File: src/rtl/hilo_muldiv_pkg.sv
// HI/LO multiply/divide unit: shared op and state encodings.
// Imported by the sequencer and its step datapath.
package hilo_muldiv_pkg;

  typedef enum logic [1:0] {
    OP_MULT  = 2'b00,
    OP_MULTU = 2'b01,
    OP_DIV   = 2'b10,
    OP_DIVU  = 2'b11
  } op_e;

  typedef enum logic [1:0] {
    S_IDLE = 2'b00,
    S_CALC = 2'b01,
    S_FIX  = 2'b10
  } state_e;

  function automatic logic op_is_div(op_e o);
    return o[1];
  endfunction

  function automatic logic op_is_signed(op_e o);
    return ~o[0];
  endfunction

endpackage

File: src/rtl/hilo_muldiv_unit_step.sv
// One iteration of shift-add multiply or restoring divide.
// Accumulator is {hi_acc, lo_acc}; m is multiplicand or divisor.
module muldiv_step #(
  parameter int WIDTH = 32
) (
  input  logic             is_div,
  input  logic [WIDTH-1:0] hi_acc,
  input  logic [WIDTH-1:0] lo_acc,
  input  logic [WIDTH-1:0] m,
  output logic [WIDTH-1:0] hi_next,
  output logic [WIDTH-1:0] lo_next
);

  logic [WIDTH:0]   sum;
  logic [WIDTH:0]   rem;
  logic [WIDTH-1:0] diff;
  logic             ge;

  always_comb begin
    sum = {1'b0, hi_acc} + (lo_acc[0] ? {1'b0, m} : '0);
    rem = {hi_acc, lo_acc[WIDTH-1]};
    ge  = rem >= {1'b0, m};
    // When ge holds the true difference is below m, so W bits suffice.
    diff = rem[WIDTH-1:0] - m;
    if (is_div) begin
      hi_next = ge ? diff : rem[WIDTH-1:0];
      lo_next = {lo_acc[WIDTH-2:0], ge};
    end else begin
      hi_next = sum[WIDTH:1];
      lo_next = {sum[0], lo_acc[WIDTH-1:1]};
    end
  end

endmodule

File: src/rtl/hilo_muldiv_unit.sv
// HI/LO registers with a one-bit-per-cycle multiply/divide engine.
// Magnitudes are iterated; signs are applied in the FIX state.
module hilo_muldiv_unit #(
  parameter int WIDTH  = 32,
  parameter bit DIV_EN = 1'b1
) (
  input  logic             Clock,
  input  logic             Clear,
  input  logic             start,
  input  logic [1:0]       op,
  input  logic [WIDTH-1:0] a,
  input  logic [WIDTH-1:0] b,
  input  logic             HIin,
  input  logic             LOin,
  input  logic [WIDTH-1:0] wdata,
  output logic             busy,
  output logic             done,
  output logic             dz,
  output logic             err,
  output logic [WIDTH-1:0] hi,
  output logic [WIDTH-1:0] lo
);

  import hilo_muldiv_pkg::*;

  localparam int CW = $clog2(WIDTH + 1);
  localparam logic [CW-1:0] LAST = CW'(WIDTH - 1);

  state_e           state;
  logic             div_r;
  logic             neg_q;
  logic             neg_r;
  logic [WIDTH-1:0] acc_hi;
  logic [WIDTH-1:0] acc_lo;
  logic [WIDTH-1:0] m_r;
  logic [WIDTH-1:0] a_r;
  logic [CW-1:0]    cnt;

  op_e              op_in;
  logic             div_in;
  logic             sa;
  logic             sb;
  logic [WIDTH-1:0] mag_a;
  logic [WIDTH-1:0] mag_b;
  logic [WIDTH-1:0] step_hi;
  logic [WIDTH-1:0] step_lo;

  logic [2*WIDTH-1:0] prod;
  logic [2*WIDTH-1:0] prod_s;
  logic [WIDTH-1:0]   quot_s;
  logic [WIDTH-1:0]   rem_s;
  logic               zdiv;

  assign op_in  = op_e'(op);
  assign div_in = op_is_div(op_in);
  assign sa     = op_is_signed(op_in) & a[WIDTH-1];
  assign sb     = op_is_signed(op_in) & b[WIDTH-1];
  assign mag_a  = sa ? -a : a;
  assign mag_b  = sb ? -b : b;

  muldiv_step #(.WIDTH(WIDTH)) u_step (
    .is_div  (div_r),
    .hi_acc  (acc_hi),
    .lo_acc  (acc_lo),
    .m       (m_r),
    .hi_next (step_hi),
    .lo_next (step_lo)
  );

  always_comb begin
    prod   = {acc_hi, acc_lo};
    prod_s = neg_q ? -prod : prod;
    quot_s = neg_q ? -acc_lo : acc_lo;
    rem_s  = neg_r ? -acc_hi : acc_hi;
    zdiv   = (m_r == '0);
  end

  always_ff @(posedge Clock or negedge Clear) begin
    if (!Clear) begin
      state  <= S_IDLE;
      div_r  <= 1'b0;
      neg_q  <= 1'b0;
      neg_r  <= 1'b0;
      acc_hi <= '0;
      acc_lo <= '0;
      m_r    <= '0;
      a_r    <= '0;
      cnt    <= '0;
      busy   <= 1'b0;
      done   <= 1'b0;
      dz     <= 1'b0;
      err    <= 1'b0;
      hi     <= '0;
      lo     <= '0;
    end else begin
      done <= 1'b0;
      err  <= 1'b0;
      unique case (state)
        S_IDLE: begin
          if (HIin) hi <= wdata;
          if (LOin) lo <= wdata;
          if (start) begin
            if (div_in && !DIV_EN) begin
              err <= 1'b1;
            end else begin
              div_r  <= div_in;
              neg_q  <= sa ^ sb;
              neg_r  <= sa;
              acc_hi <= '0;
              acc_lo <= mag_a;
              m_r    <= mag_b;
              a_r    <= a;
              cnt    <= '0;
              dz     <= 1'b0;
              busy   <= 1'b1;
              state  <= S_CALC;
            end
          end
        end
        S_CALC: begin
          acc_hi <= step_hi;
          acc_lo <= step_lo;
          cnt    <= cnt + 1'b1;
          if (cnt == LAST) state <= S_FIX;
        end
        S_FIX: begin
          if (!div_r) begin
            hi <= prod_s[2*WIDTH-1:WIDTH];
            lo <= prod_s[WIDTH-1:0];
          end else if (zdiv) begin
            hi <= a_r;
            lo <= '1;
            dz <= 1'b1;
          end else begin
            hi <= rem_s;
            lo <= quot_s;
          end
          done  <= 1'b1;
          busy  <= 1'b0;
          state <= S_IDLE;
        end
        default: state <= S_IDLE;
      endcase
    end
  end

endmodule
File: config.mk
export PLATFORM = sky130hd
export DESIGN_NAME = hilo_muldiv_unit
export DESIGN_NICKNAME = d
export VERILOG_FILES = /design/src/rtl/hilo_muldiv_pkg.sv /design/src/rtl/hilo_muldiv_unit_step.sv /design/src/rtl/hilo_muldiv_unit.sv
export SDC_FILE = /design/constraint.sdc
export NUM_CORES = 1
export LEC_CHECK = 0
export CAP_MARGIN = 40
export CORE_UTILIZATION = 43
export DETAILED_ROUTE_END_ITERATION = 10
export GPL_ROUTABILITY_DRIVEN = 0
export SYNTH_ARGS = -nofsm -noshare
export SYNTH_HDL_FRONTEND = slang
export SYNTH_SLANG_ARGS = --single-unit
File: constraint.sdc
create_clock -name Clock -period 5.4 [get_ports Clock]
set_input_delay 0.54 -clock Clock [delete_from_list [all_inputs] [get_ports Clock]]
set_output_delay 0.54 -clock Clock [all_outputs]
set_load 0.02 [all_outputs]
==> results_dict.tcl <==
set metrics [dict create \
    yosysMostFrequentCell "nand2_1" \
    leakagePower_nw 8.10 \
    grt_util_all_layers_pct 30.3 \
    path_clk_slew_ns 0.06 \
    preCtsSetupSlack_ns 1.60 \
    place_area_um2 18400 \
    final_max_slew_viol_count 0 \
    r2r-end "acc_hi[24]$_DFFE_PN0P_" \
    async_flop_share_pct 100 \
    setup_viol 0 \
    cts_root_buf "clkbuf_16" \
    postSynthCellCount 2081 \
    grt-ovfl-total 0 \
    drive_gt1_share_pct 4.85 \
    rrSetupSlack_ns 1.51 \
    clk_path_buf_depth 3 \
    io_buffers 169 \
    routed_via_density 5.97 \
    ioPinCount 171 \
    period_share_pct 72.0 \
    maxCapViolations 0 \
    wl_per_cell_um 21.7 \
    holdPathEnd "a_r[14]$_DFFE_PN0P_" \
    hold_violations 0 \
    die_w_um 197 \
    synth-edff-count 0 \
    ys_warn_count 0 \
    end_kind "flip-flop" \
    finalCriticalPeriod_ns 3.89 \
    clock.fmax_mhz 257 \
    detail_route.iter0.violations 1440 \
    synth_common_cells "357 x nand2_1, 255 x o21ai_0, 206 x dfrtp_1" \
    r2r-start "acc_lo[0]$_DFFE_PN0P_" \
    cts_setup_buffers 0 \
    die_h_um 197 \
    netlist.area_leader.share_pct 31.6 \
    netlist-cell-type-count 78 \
    min_path_cells 2 \
    hp-start "a_r[14]$_DFFE_PN0P_" \
    htreeDepth 1 \
    n_antenna_cell 0 \
    yosysTopAreaCell "dfrtp_1" \
    worst_slack_ns 1.51 \
    cts_tree "yes" \
    synth_seq_area_share_pct 31.6 \
    core-area_um2 37000 \
    path_max_fanout 15 \
    required_ns 5.83 \
    ir_worst_vdd_v 0.000278 \
    clk_latency_ns 0.56 \
    outcome "completed" \
    syn-cell-area_um2 16300 \
    final_util_pct 52.2 \
    startpoint_type "flip-flop" \
    grt_setup_unrepaired "false" \
    grt_pass1_wl_mm 90.6 \
    tns_ns 0 \
    start_util_pct 44.2 \
    wl_mm 58.4 \
    num_rows 70 \
    synthFlopType "dfrtp_1" \
    die_area_um2 38700 \
    place_inst 2641 \
    cp.arrival_ns 4.32 \
    fin_cells 2689 \
    fin_nets 2341 \
    drc 0 \
    synth_seq_cells 206 \
    fin_skew_ns 0.0282 \
    via_count 16100 \
    r2r_cells 13 \
    critPathKind "reg -> reg" \
    hpwl_mm 44.4 \
    dr.pass1.iters 6 \
    antenna_found_initial 1 \
    cts.sinks 206 \
    final_area_um2 19300 \
    grt_pass1_vias 15300 \
    syn_nets 2255 \
    synth_area_leaders "dfrtp_1 32%, nand2_1 8.2%, o21ai_0 7.8%, xnor2_1 6.1%, ha_1 5.3%" \
    grt_max_degree 167 \
    tightest_slew_ns 1.02 \
    drt.antenna.violating_nets 0 \
    avgSynthCellArea_um2 7.84 \
    cellPowerDensity_nw_per_um2 576 \
    hp-class "reg -> reg" \
    hold_ws_ns 0.473 \
    layout-area-overhead-vs-synth_pct 18.2 \
    cts_buffers 27 \
    relSlewSlack_pct 31.8 \
    power_mw 11.1 \
]
==> layer usage <==
metal	wire [um]	GRT usage, %	vias to the layer above
li1	-	-	7570
met1	26300	43.8	7704
met2	24500	44.1	691
met3	6130	8.26	85
met4	1420	7.95	2
met5	11	0	-
==> area by class of cell <==
type                       count  area, um^2
timing repair buffer         198        1990
sequential                   206        5160
clock inverter                14         153
clock buffer                  33         718
tap                          504         631
inverter                      66         248
multi-input combinational   1668       10400
fill                        3670       17700
==> cells in the final DEF (no fill, tap or decap), types with 23 or more instances in the layout <==
master             n
nand2_1          356
o21ai_0          255
dfrtp_1          204
clkdlybuf4s50_1  168
nor2_1           137
xnor2_1          114
a21oi_1          108
xor2_1            84
ha_1              69
inv_1             64
mux2i_1           51
o22ai_1           47
o31ai_1           29
a21o_1            28
nor4_1            27
nand3_1           27
clkbuf_16         27
or3_1             23
==> power by group <==
group          switching (mW)  internal [mW]  total (mW)
logic                    3.59           2.65        6.24
registers               0.995           2.08        3.07
clock network           0.736           1.08        1.82
total                    5.32           5.80        11.1
==> worst max-delay path by stage <==
stage	cells past startpoint	slack (ns)	to	from
2_1_floorplan	13	2.13	acc_hi[24]$_DFFE_PN0P_	acc_lo[0]$_DFFE_PN0P_
3_3_place_gp	12	1.42	acc_hi[24]$_DFFE_PN0P_	acc_lo[0]$_DFFE_PN0P_
3_5_place_dp	13	1.60	acc_hi[28]$_DFFE_PN0P_	acc_lo[31]$_DFFE_PN0P_
4_1_cts	13	1.55	acc_hi[24]$_DFFE_PN0P_	acc_lo[0]$_DFFE_PN0P_
5_1_grt	13	1.23	acc_hi[28]$_DFFE_PN0P_	acc_lo[31]$_DFFE_PN0P_
6_report	13	1.51	acc_hi[24]$_DFFE_PN0P_	acc_lo[0]$_DFFE_PN0P_
==> state kept, by name (all words and copies together) (netlist names) <==
register	count
dz	1
done	1
state	2
acc_hi	32
neg_r	1
lo	32
a_r	32
m_r	32
div_r	1
neg_q	1
acc_lo	32
busy	1
cnt	6
hi	32
==> kinds of logic after synthesis <==
logic type | count (synthesis) | share of synthesized area [%]
simple gates | 718 | 20.3
compound gates | 626 | 23.7
buf+inv | 207 | 4.98
flops | 206 | 31.6
xor+xnor | 198 | 10.6
fa+ha+maj | 71 | 5.53
mux | 54 | 3.33
other cells | 1 | 0.0230
==> worst max-delay path, cell delays in order, from the launching register on <==
cell,delay [ns]
dfrtp_1,0.37
clkinv_1,0.37
nor2_1,0.27
ha_1,0.30
a21oi_1,0.15
o21ai_0,0.18
o221a_2,0.36
o311ai_0,0.33
buf_1,0.28
nor4b_1,0.51
o31ai_1,0.15
xnor2_1,0.18
nand2_1,0.07
a32o_1,0.25
==> repair_timing <==
item | in CTS | in global routing
hold buffers | 1 | 0
resized for setup | 0 | 0
endpoints found under the hold margin | 40 | 0
Note: power is estimated with default switching activity, not from simulation.
